==> config.mk <==
export PLATFORM = sky130hd
export DESIGN_NAME = memory_bank_write_sequencer
export DESIGN_NICKNAME = d
export VERILOG_FILES = /design/src/rtl/memory_bank_write_sequencer.sv
export SDC_FILE = /design/constraint.sdc
export NUM_CORES = 1
export LEC_CHECK = 0
export ABC_AREA = 1
export CELL_PAD_IN_SITES_DETAIL_PLACEMENT = 0
export CELL_PAD_IN_SITES_GLOBAL_PLACEMENT = 1
export CORE_ASPECT_RATIO = 1.5
export CORE_MARGIN = 1.5
export CORE_UTILIZATION = 49
export DETAILED_ROUTE_END_ITERATION = 7
export PLACE_DENSITY_LB_ADDON = 0.25
export SYNTH_ARGS = -nofsm -noshare
export SYNTH_HDL_FRONTEND = slang
export SYNTH_SLANG_ARGS = --single-unit
==> constraint.sdc <==
create_clock -name clock -period 6.25 [get_ports clock]
set_clock_uncertainty 0.2 [all_clocks]
set_input_delay 0.625 -clock clock [delete_from_list [all_inputs] [get_ports clock]]
set_output_delay 0.625 -clock clock [all_outputs]
set_load 0.05 [all_outputs]
==> src/rtl/memory_bank_write_sequencer.sv <==
// -----------------------------------------------------------------------------
// memory_bank_write_sequencer
//
// Purpose:
//   Write-side initiator for a byte-masked 1W memory bank port.
//   After reset, or when init_start is pulsed, it clears every row of the bank
//   with INIT_VALUE. It accepts byte-masked write requests through a
//   valid/ready handshake and buffers them in a small FIFO. A request to the
//   same address as the youngest buffered entry is merged into that entry
//   instead of taking a new slot. Buffered requests are drained to the bank
//   one per cycle, in acceptance order.
//
// Ports:
//   clock              in   single clock
//   resetn             in   asynchronous active-low reset
//   req_valid          in   write request valid
//   req_ready          out  request accepted at the edge when valid && ready
//   req_address        in   target row
//   req_byte_enable    in   lane mask (all-zero requests are accepted, then dropped)
//   req_data           in   write data
//   write_hold         in   freezes FIFO draining (the sweep is not affected)
//   init_start         in   single-cycle pulse that restarts the clearing sweep
//   init_busy          out  sweep in progress
//   idle               out  sweep not running and FIFO empty
//   bank_write_enable  out  bank lane write enables
//   bank_write_address out  bank write row
//   bank_write_data    out  bank write data
// -----------------------------------------------------------------------------
module memory_bank_write_sequencer #(
   parameter int                              SIZE       = 1024,
   parameter int                              ADDR_WIDTH = $clog2(SIZE),
   parameter int                              COL_WIDTH  = 8,
   parameter int                              NB_COL     = 4,
   parameter int                              FIFO_DEPTH = 4,
   parameter logic [NB_COL*COL_WIDTH-1:0]     INIT_VALUE = '0
) (
   input  logic                        clock,
   input  logic                        resetn,
   input  logic                        req_valid,
   output logic                        req_ready,
   input  logic [ADDR_WIDTH-1:0]       req_address,
   input  logic [NB_COL-1:0]           req_byte_enable,
   input  logic [NB_COL*COL_WIDTH-1:0] req_data,
   input  logic                        write_hold,
   input  logic                        init_start,
   output logic                        init_busy,
   output logic                        idle,
   output logic [NB_COL-1:0]           bank_write_enable,
   output logic [ADDR_WIDTH-1:0]       bank_write_address,
   output logic [NB_COL*COL_WIDTH-1:0] bank_write_data
);

   localparam int DATA_W = NB_COL * COL_WIDTH;
   localparam int PTR_W  = $clog2(FIFO_DEPTH);
   localparam int CNT_W  = PTR_W + 1;

   typedef enum logic {
      ST_INIT = 1'b0,
      ST_RUN  = 1'b1
   } state_t;

   // ---------------------------------------------------------------------
   // State
   // ---------------------------------------------------------------------
   state_t                 state_q, state_d;
   logic [ADDR_WIDTH-1:0]  sweep_cnt_q, sweep_cnt_d;

   // FIFO storage and bookkeeping
   logic [ADDR_WIDTH-1:0]  fifo_addr_q [FIFO_DEPTH];
   logic [NB_COL-1:0]      fifo_be_q   [FIFO_DEPTH];
   logic [DATA_W-1:0]      fifo_data_q [FIFO_DEPTH];
   logic [PTR_W-1:0]       rd_ptr_q, rd_ptr_d;
   logic [PTR_W-1:0]       wr_ptr_q, wr_ptr_d;
   logic [CNT_W-1:0]       count_q, count_d;

   // Last values driven onto the bank port, held while no write is issued
   logic [ADDR_WIDTH-1:0]  last_addr_q;
   logic [DATA_W-1:0]      last_data_q;

   // ---------------------------------------------------------------------
   // Combinational control
   // ---------------------------------------------------------------------
   logic                   sweep_last;
   logic                   pop;
   logic                   full;
   logic [PTR_W-1:0]       tail_ptr;
   logic                   tail_popped;
   logic                   merge_hit;
   logic                   accept;
   logic                   push;
   logic                   merge;
   logic [DATA_W-1:0]      merged_data;

   logic                   drive_valid;
   logic [NB_COL-1:0]      drive_be;
   logic [ADDR_WIDTH-1:0]  drive_addr;
   logic [DATA_W-1:0]      drive_data;

   assign sweep_last  = (sweep_cnt_q == ADDR_WIDTH'(SIZE - 1));
   assign full        = (count_q == CNT_W'(FIFO_DEPTH));
   assign tail_ptr    = wr_ptr_q - PTR_W'(1);

   // The tail is only popped when it is also the head, i.e. a single entry.
   assign tail_popped = pop && (count_q == CNT_W'(1));
   assign merge_hit   = (count_q != '0) &&
                        (fifo_addr_q[tail_ptr] == req_address) &&
                        !tail_popped;

   // A pop does not free a slot for the request presented in the same cycle.
   assign req_ready   = resetn && (!full || merge_hit);
   assign accept      = req_valid && req_ready;

   // All-zero masks are accepted but never stored.
   assign push        = accept && (req_byte_enable != '0) && !merge_hit;
   assign merge       = accept && (req_byte_enable != '0) && merge_hit;

   // Per-lane merge: enabled request lanes replace the stored tail lanes.
   generate
      for (genvar gi = 0; gi < NB_COL; gi++) begin : g_merge_lane
         assign merged_data[gi*COL_WIDTH +: COL_WIDTH] =
            req_byte_enable[gi] ? req_data[gi*COL_WIDTH +: COL_WIDTH]
                                : fifo_data_q[tail_ptr][gi*COL_WIDTH +: COL_WIDTH];
      end
   endgenerate

   // ---------------------------------------------------------------------
   // FSM process 1: state register (sweep counter travels with the state)
   // ---------------------------------------------------------------------
   always_ff @(posedge clock or negedge resetn) begin
      if (!resetn) begin
         state_q     <= ST_INIT;
         sweep_cnt_q <= '0;
      end else begin
         state_q     <= state_d;
         sweep_cnt_q <= sweep_cnt_d;
      end
   end

   // ---------------------------------------------------------------------
   // FSM process 2: next state
   // ---------------------------------------------------------------------
   always_comb begin
      state_d     = state_q;
      sweep_cnt_d = sweep_cnt_q;
      case (state_q)
         ST_INIT: begin
            // init_start is deliberately ignored while sweeping.
            if (sweep_last) begin
               state_d     = ST_RUN;
               sweep_cnt_d = '0;
            end else begin
               sweep_cnt_d = sweep_cnt_q + ADDR_WIDTH'(1);
            end
         end
         ST_RUN: begin
            if (init_start) begin
               state_d     = ST_INIT;
               sweep_cnt_d = '0;
            end
         end
         default: begin
            state_d     = ST_INIT;
            sweep_cnt_d = '0;
         end
      endcase
   end

   // ---------------------------------------------------------------------
   // FSM process 3: outputs and bank port selection
   // ---------------------------------------------------------------------
   always_comb begin
      pop         = (state_q == ST_RUN) && !write_hold && (count_q != '0);
      init_busy   = (state_q == ST_INIT);
      idle        = (state_q == ST_RUN) && (count_q == '0);
      drive_valid = 1'b0;
      drive_be    = '0;
      drive_addr  = last_addr_q;
      drive_data  = last_data_q;
      if (state_q == ST_INIT) begin
         drive_valid = 1'b1;
         drive_be    = '1;
         drive_addr  = sweep_cnt_q;
         drive_data  = INIT_VALUE;
      end else if (pop) begin
         drive_valid = 1'b1;
         drive_be    = fifo_be_q[rd_ptr_q];
         drive_addr  = fifo_addr_q[rd_ptr_q];
         drive_data  = fifo_data_q[rd_ptr_q];
      end
   end

   // While reset is low the port shows the cleared holding registers and
   // no lane is enabled, regardless of the clock.
   assign bank_write_enable  = resetn ? drive_be   : '0;
   assign bank_write_address = resetn ? drive_addr : last_addr_q;
   assign bank_write_data    = resetn ? drive_data : last_data_q;

   // ---------------------------------------------------------------------
   // FIFO pointers, occupancy and held port values
   // ---------------------------------------------------------------------
   always_comb begin
      rd_ptr_d = pop  ? rd_ptr_q + PTR_W'(1) : rd_ptr_q;
      wr_ptr_d = push ? wr_ptr_q + PTR_W'(1) : wr_ptr_q;
      case ({push, pop})
         2'b10:   count_d = count_q + CNT_W'(1);
         2'b01:   count_d = count_q - CNT_W'(1);
         default: count_d = count_q;
      endcase
   end

   always_ff @(posedge clock or negedge resetn) begin
      if (!resetn) begin
         rd_ptr_q    <= '0;
         wr_ptr_q    <= '0;
         count_q     <= '0;
         last_addr_q <= '0;
         last_data_q <= '0;
      end else begin
         rd_ptr_q <= rd_ptr_d;
         wr_ptr_q <= wr_ptr_d;
         count_q  <= count_d;
         if (drive_valid) begin
            last_addr_q <= drive_addr;
            last_data_q <= drive_data;
         end
      end
   end

   // Entry storage needs no reset: occupancy alone decides validity.
   always_ff @(posedge clock) begin
      if (push) begin
         fifo_addr_q[wr_ptr_q] <= req_address;
         fifo_be_q[wr_ptr_q]   <= req_byte_enable;
         fifo_data_q[wr_ptr_q] <= req_data;
      end else if (merge) begin
         fifo_be_q[tail_ptr]   <= fifo_be_q[tail_ptr] | req_byte_enable;
         fifo_data_q[tail_ptr] <= merged_data;
      end
   end

endmodule

==> impl_metrics.yaml <==
cells_and_area:
  area_growth_pct: 19.0
  finalNonFillerCells: 1410
  final_nets: 1181
  design_area_mm2: 0.0129
  insertedDiodeCount: 0
  drive_above_1_share_pct: 6.94
routing:
  wl_per_cell_um: 19.3
  drtPass1Iterations: 8
  wirelength_mm: 27.3
  vias: 7761
  drc_errors: 4
  drt_iter0_markers: 657
  vias_per_cell: 5.50
  ant_nets: 0
pwr:
  swShare_pct: 33.9
  p_leak_uw: 0.00489
  peakVddDrop_mv: 0.230
  power_switching_uw: 1720
  combinationalPowerShare_pct: 29.5
  powerDensity_mw_per_mm2: 393
  pwr-share-clk_pct: 30.5
  seqPwrFrac_pct: 40.0
  power.internal_uw: 3350
sta:
  timing.fmax_ghz: 0.198
  hold_violations: 0
  whs_ns: 0.332
  tightest_slew_ns: 1.07
  setup-tns-final_ns: 0
  setup_viol: 0
  slew_violations: 0
  slew_headroom_pct: 28.4
  layout_min_cycle_time_ns: 5.04
  min_period_over_period_pct: 80.6
  grt_setup_unrepaired: "false"
yosys:
  synthAdderAreaFrac_pct: 1.15
  synth_top_family_by_area: "simple AND/OR/NAND/NOR gates"
  syn-num-nets: 1099
  synthCells: 1038
  synth_seq_cells: 244
  synth_mux_area_share_pct: 0
  synth.distinct_cells: 35
  synth.avg_cell_area_um2: 10.4
  synthSimpleGateAreaFrac_pct: 18.5
  synth-xor-area-share_pct: 0.808
  synth_compound_area_share_pct: 9.17
  synth_top_area_share_pct: 51.0
  synth.top_cells.by_area: "edfxtp_1 51%, dfrtp_1 14%, nand2_1 8.9%, nand3_1 6.0%, o21ai_0 3.1%"
  yosysSeqAreaShare_pct: 64.8
  synth_area_mm2: 0.0108
  yosys_warnings: 0
  synth_area_leader_cell: "edfxtp_1"
setup_path:
  timing.rr.start: "wr_ptr_q[1]"
  crit_arrival_ns: 4.21
  reg2reg_slack_ns: 1.78
  regToRegEndpoint: "fifo_data_q[0][3]"
  critPathKind: "reg2out"
  reg2regPathDepth: 15
  critPathRequiredTime_ns: 5.42
  crit_path_max_fanout: 36
  cp-start-kind: "flip-flop"
  end_kind: "primary output"
flow_run:
  drv_cap: 0
grt:
  grt_max_degree: 94
  groute.usage.overall_pct: 23.8
  antenna_found_initial: 0
  grt_pass1_vias: 7808
  grt-ovfl-total: 0
  grt_pass1_wl_mm: 42.5
min_path:
  hp-start: "count_q[1]"
  min-delay-path-class: "reg2reg"
  hold_end: "count_q[1]"
  min_path_cells: 2
die:
  fp.dieH_um: 185
  initial_utilization_pct: 49.9
  fp-row-count: 66
  core_area_mm2: 0.0217
  die_area_mm2: 0.0230
  die_w_um: 124
  ios: 100
clocking:
  clock_latency_ns: 0.52
  clock_sinks: 244
  cts_tree: "done"
  clk_pin_slew_ns: 0.06
  postCtsResizedCells: 0
  clock_path_buffers: 3
  htree_levels: 1
  cts_made_buffers: 24
  cts_root_buf: "clkbuf_16"
place:
  dp_hpwl_mm: 17.3
  routabilityCongestion: 0.803
  numPortBuffers: 99
  placed_cells: 1365
  placed_area_mm2: 0.0120
status:
  status: "complete, but fails checks"
  violations: "DRC"
cells in the mapped netlist, drive strengths merged:
master,n
ha,10
clkbuf,50
inv,89
o32ai,2
or2,1
nand3,131
nand3b,6
edfxtp,184
o22ai,42
dfrtp,60
a221o,10
clkinv,2
o21ai,67
a32o,4
nor2,54
nand4,5
o221ai,9
buf,8
nor3,3
xnor2,3
nor4,2
a21oi,28
xor2,7
nand2,260
o21a,1
cell usage in the layout (no fill, tap or decap), types with 4 or more instances in the layout:
master,n
nand2_2,4
nor2_1,46
edfxtp_1,184
dfrtp_1,58
nor2_2,7
inv_2,5
nand3_1,129
o221ai_1,9
a221o_1,10
o21ai_0,67
o22ai_1,42
bufinv_16,5
a32o_1,4
clkbuf_16,25
clkinv_2,7
nand2_1,256
a21oi_1,27
clkdlybuf4s50_1,98
buf_4,15
nand3b_1,6
ha_1,10
nand4_1,4
xor2_1,7
inv_1,84
clkbuf_1,4
per-layer routing:
layer	vias up	global-route usage, %	wire, um
li1	3767	-	-
met1	3737	28.2	10800
met2	208	43.8	14300
met3	49	2.66	1200
met4	0	10.3	1000
met5	-	0	0
state kept, by name, indices dropped and copies added (netlist names), 2 cells and up:
name         cells
fifo_be_q       16
last_addr_q     10
fifo_addr_q     40
wr_ptr_q         2
sweep_cnt_q     10
rd_ptr_q         2
count_q          3
last_data_q     32
fifo_data_q    128
power by group through the flow:
stage	sequential [uW]	combinational, uW	clock, uW
3_5_place_dp	2060	1500	0
6_report	2030	1490	1550
4_1_cts	2030	1500	1570
3_3_place_gp	2050	1480	0
5_1_grt	2040	1670	1630
2_1_floorplan	2040	1070	0
cells by family (layout without fill, tap and decap cells):
logic type | Yosys count | in the layout
buffers and inverters | 149 | 249
flip-flops | 244 | 244
AO/OA/AOI/OAI | 163 | 163
XOR/XNOR | 10 | 10
AND/OR/NAND/NOR | 462 | 462
adder cells (fa/ha/maj) | 10 | 10
worst max-delay path, cell delays in order (launching register included):
cell	delay (ns)
dfrtp_1	0.65
inv_1	0.37
nor3_4	0.25
buf_4	0.45
inv_1	0.38
a221o_1	0.46
o221ai_1	0.13
nand2_1	0.07
o21ai_0	0.09
clkdlybuf4s50_1	0.83
what timing repair did:
action	CTS	global route
hold endpoints to repair	21	0
hold buffers	1	0
setup buffers	0	0
stage by stage:
step / setup slack, ns / power, uW / utilization [%]
after floorplan: 2.41 / 3120 / -
final: 1.21 / 5070 / 59.4
after detailed placement: 1.69 / 3560 / 55.4
after global placement: 1.70 / 3540 / 55.4
after global routing: 0.946 / 5350 / 59.4
after CTS: 1.18 / 5100 / 59.4
final cells by class:
| type | instances | area [um2] |
|---|---|---|
| clock inverters | 14 | 193 |
| inverters | 91 | 347 |
| clock buffers | 30 | 654 |
| fillers | 1811 | 8820 |
| well taps | 272 | 340 |
| repair buffers | 114 | 1100 |
| flip-flops and latches | 244 | 7030 |
| multi-input cells | 645 | 3230 |
worst max path at each step:
| stage | cells past startpoint | slack [ns] | to | startpoint |
|---|---|---|---|---|
| after floorplan | 18 | 2.41 | fifo_data_q[0][16] | wr_ptr_q[0] |
| after global placement | 9 | 1.70 | bank_write_address[5] | write_hold |
| after detailed placement | 15 | 1.69 | fifo_data_q[2][29] | wr_ptr_q[1] |
| after CTS | 9 | 1.18 | bank_write_address[2] | state_q |
| after global routing | 9 | 0.95 | bank_write_address[2] | state_q |
| final | 9 | 1.21 | bank_write_address[2] | state_q |
Note: power is estimated with default switching activity, not from simulation.
==> edit, RTL diff (same flow settings) <==
`NB_COL`: 4 -> 2.
--- a/src/rtl/memory_bank_write_sequencer.sv
+++ b/src/rtl/memory_bank_write_sequencer.sv
@@ -30,7 +30,7 @@
    parameter int                              SIZE       = 1024,
    parameter int                              ADDR_WIDTH = $clog2(SIZE),
    parameter int                              COL_WIDTH  = 8,
-   parameter int                              NB_COL     = 4,
+   parameter int                              NB_COL     = 2,
    parameter int                              FIFO_DEPTH = 4,
    parameter logic [NB_COL*COL_WIDTH-1:0]     INIT_VALUE = '0
 ) (
Ports: changed (resized bank_write_data, bank_write_enable, req_byte_enable and req_data); port bits go from 100 to 64. The function was not compared with the original's and may differ.
==> edit against the original RTL <==
Sequential share of layout area shrank 3.0 points. Sequential cell count shrank 88. Routed wire length shrank 31%. First-iteration DRC count shrank 61%. Combinational power shrank 19%. Power shrank 30%. Setup slack gained 0.048 ns. Cell area shrank 33%. Area after synthesis shrank 32%. Clock power shrank 34%. Critical path type unchanged.
==> edit: results (changes against the original RTL) <==
* Post-Synthesis Net Count at 771 (-30%)
* Number of non-clock buffers in the layout at 74 (-35%)
* Fraction of layout cells with a size suffix above 1 at 0.0830 (+0.0136)
* FFs w/ async S/R, synth at 0.282 (+0.0361)
* Leakage Power at 3.35 nW (-31%)
* Leading post-synthesis cells by instance count: 178 x sky130_fd_sc_hd__nand2_1, 112 x sky130_fd_sc_hd__edfxtp_1, 72 x sky130_fd_sc_hd__nand3_1, 66 x sky130_fd_sc_hd__inv_1, 44 x sky130_fd_sc_hd__dfrtp_1
* Largest net degree at the start of global routing at 62 (-34%)
* Area contributors post-synth: sky130_fd_sc_hd__edfxtp_1 46%, sky130_fd_sc_hd__dfrtp_1 15%, sky130_fd_sc_hd__nand2_1 9.1%
* Area of the die at 15700 µm² (-32%)
* Largest stage delay on the critical path at between 0.8 and 0.9 ns
* Logic depth of the worst register-to-register path at 17 (+2)
* Worst relative slew slack at 0.349 (+0.0650)
* Via count of the first global-routing pass at 5638 (-28%)
* Worst setup path endpoint: req_ready
* Number of DRC markers in iteration 0 at 256 (-61%)
* Final-stage net count at 825 (-30%)
* Minimum setup slack among reg-to-reg paths at 1.61 ns (-0.17 ns)
* Clk cell area share at 0.0686 (+0.00292)
* Total number of multi-input combinational cells at 464 (-28%)
* Min-Delay Path Class: in2async
* Capturing point of the worst reg2reg path: fifo_data_q[0][9]$_DFFE_PP_
* Number of iterations in the first detailed-routing pass at 5 (-3)
* Wirelength, routed at 18900 µm (-31%)
* Count of clock tree sinks at 156 (-36%)
* Highest ir drop seen on vdd at 0.218 mV (-5.3%)
* Fraction of area in multi-input gates at 0.275 (+0.0248)
* FF-to-FF Start: wr_ptr_q[0]$_DFFE_PN0P_
* Leading registers by flop count: fifo_data_q (64), fifo_addr_q (40), last_data_q (16)
* Run status: completed
* First-pass GRT wire length at 29800 µm (-30%)
* Number of inverters outside the clock class in the layout at 69 (-24%)
* Data arrival time of the critical path at 4.17 ns (-0.04 ns)
* H-tree depth at 4 (+3)
* Critical Path Fanout Max at 29 (-19%)
* Number of port buffers at 63 (-36%)
* Max clock buf depth at 2 (-1)
* Fraction of the yosys area taken by sequential cells at 0.609 (-0.0397)
* FF+latch area at 4460 µm² (-36%)
* Placed wire-length estimate after detailed placement at 12900 µm (-26%)
* Worst hold slack across all endpoints at 0.160 ns (-0.172 ns)
* Average via count per standard cell at 5.61 (+2.0%)
* Post-placement cell area at 8070 µm² (-33%)
[edit: cell types whose count changed after synthesis, moves of 16 or more]
cell	unedited run	this run
sky130_fd_sc_hd__clkbuf_1	50	23
sky130_fd_sc_hd__inv_1	85	66
sky130_fd_sc_hd__o21ai_0	67	43
sky130_fd_sc_hd__dfrtp_1	60	44
sky130_fd_sc_hd__edfxtp_1	184	112
sky130_fd_sc_hd__nand3_1	129	72
sky130_fd_sc_hd__nand2_1	256	178
[edit: kinds of logic (layout without fill, tap and decap cells)]
group | count (synthesis) | count (layout) | share of synthesized area
AO/OA/AOI/OAI | 124 | 124 | 0.102
XOR/XNOR | 10 | 10 | 0.0119
adder cells (fa/ha/maj) | 10 | 10 | 0.0171
buffers and inverters | 108 | 175 | 0.0669
flip-flops | 156 | 156 | 0.609
AND/OR/NAND/NOR | 320 | 320 | 0.193
[edit: per-stage QoR]
step	power [mW]	cells	setup slack (ns)	util
3_5_place_dp	2.55	959	1.61	0.553
2_1_floorplan	2.26	728	2.31	-
4_1_cts	3.57	991	1.26	0.594
5_1_grt	3.76	991	1.01	0.594
6_report	3.56	991	1.26	0.594
3_3_place_gp	2.51	959	1.69	0.553
[edit: worst register-to-register path, delay by kind of cell (launching register included)]
family                   cells  cell delay (ns)
adder cells (fa/ha/maj)      1             0.73
AND/OR/NAND/NOR             11             1.94
AO/OA/AOI/OAI                1             0.18
buffers and inverters        4             0.87
flip-flops                   1             0.33
[edit: routing by layer]
layer  share of wire  track usage  vias to the layer above  wire, µm
li1                -            -                     2615         -
met4           0.059        0.167                        0      1120
met3           0.034       0.0375                       57       648
met2            0.56        0.458                      159     10500
met5               0            0                        -         0
met1            0.35        0.274                     2733      6660
[edit: report_power, final]
group	internal, mW	switching [mW]
Clock	0.539	0.484
Combinational	0.368	0.839
Sequential	1.25	0.0738
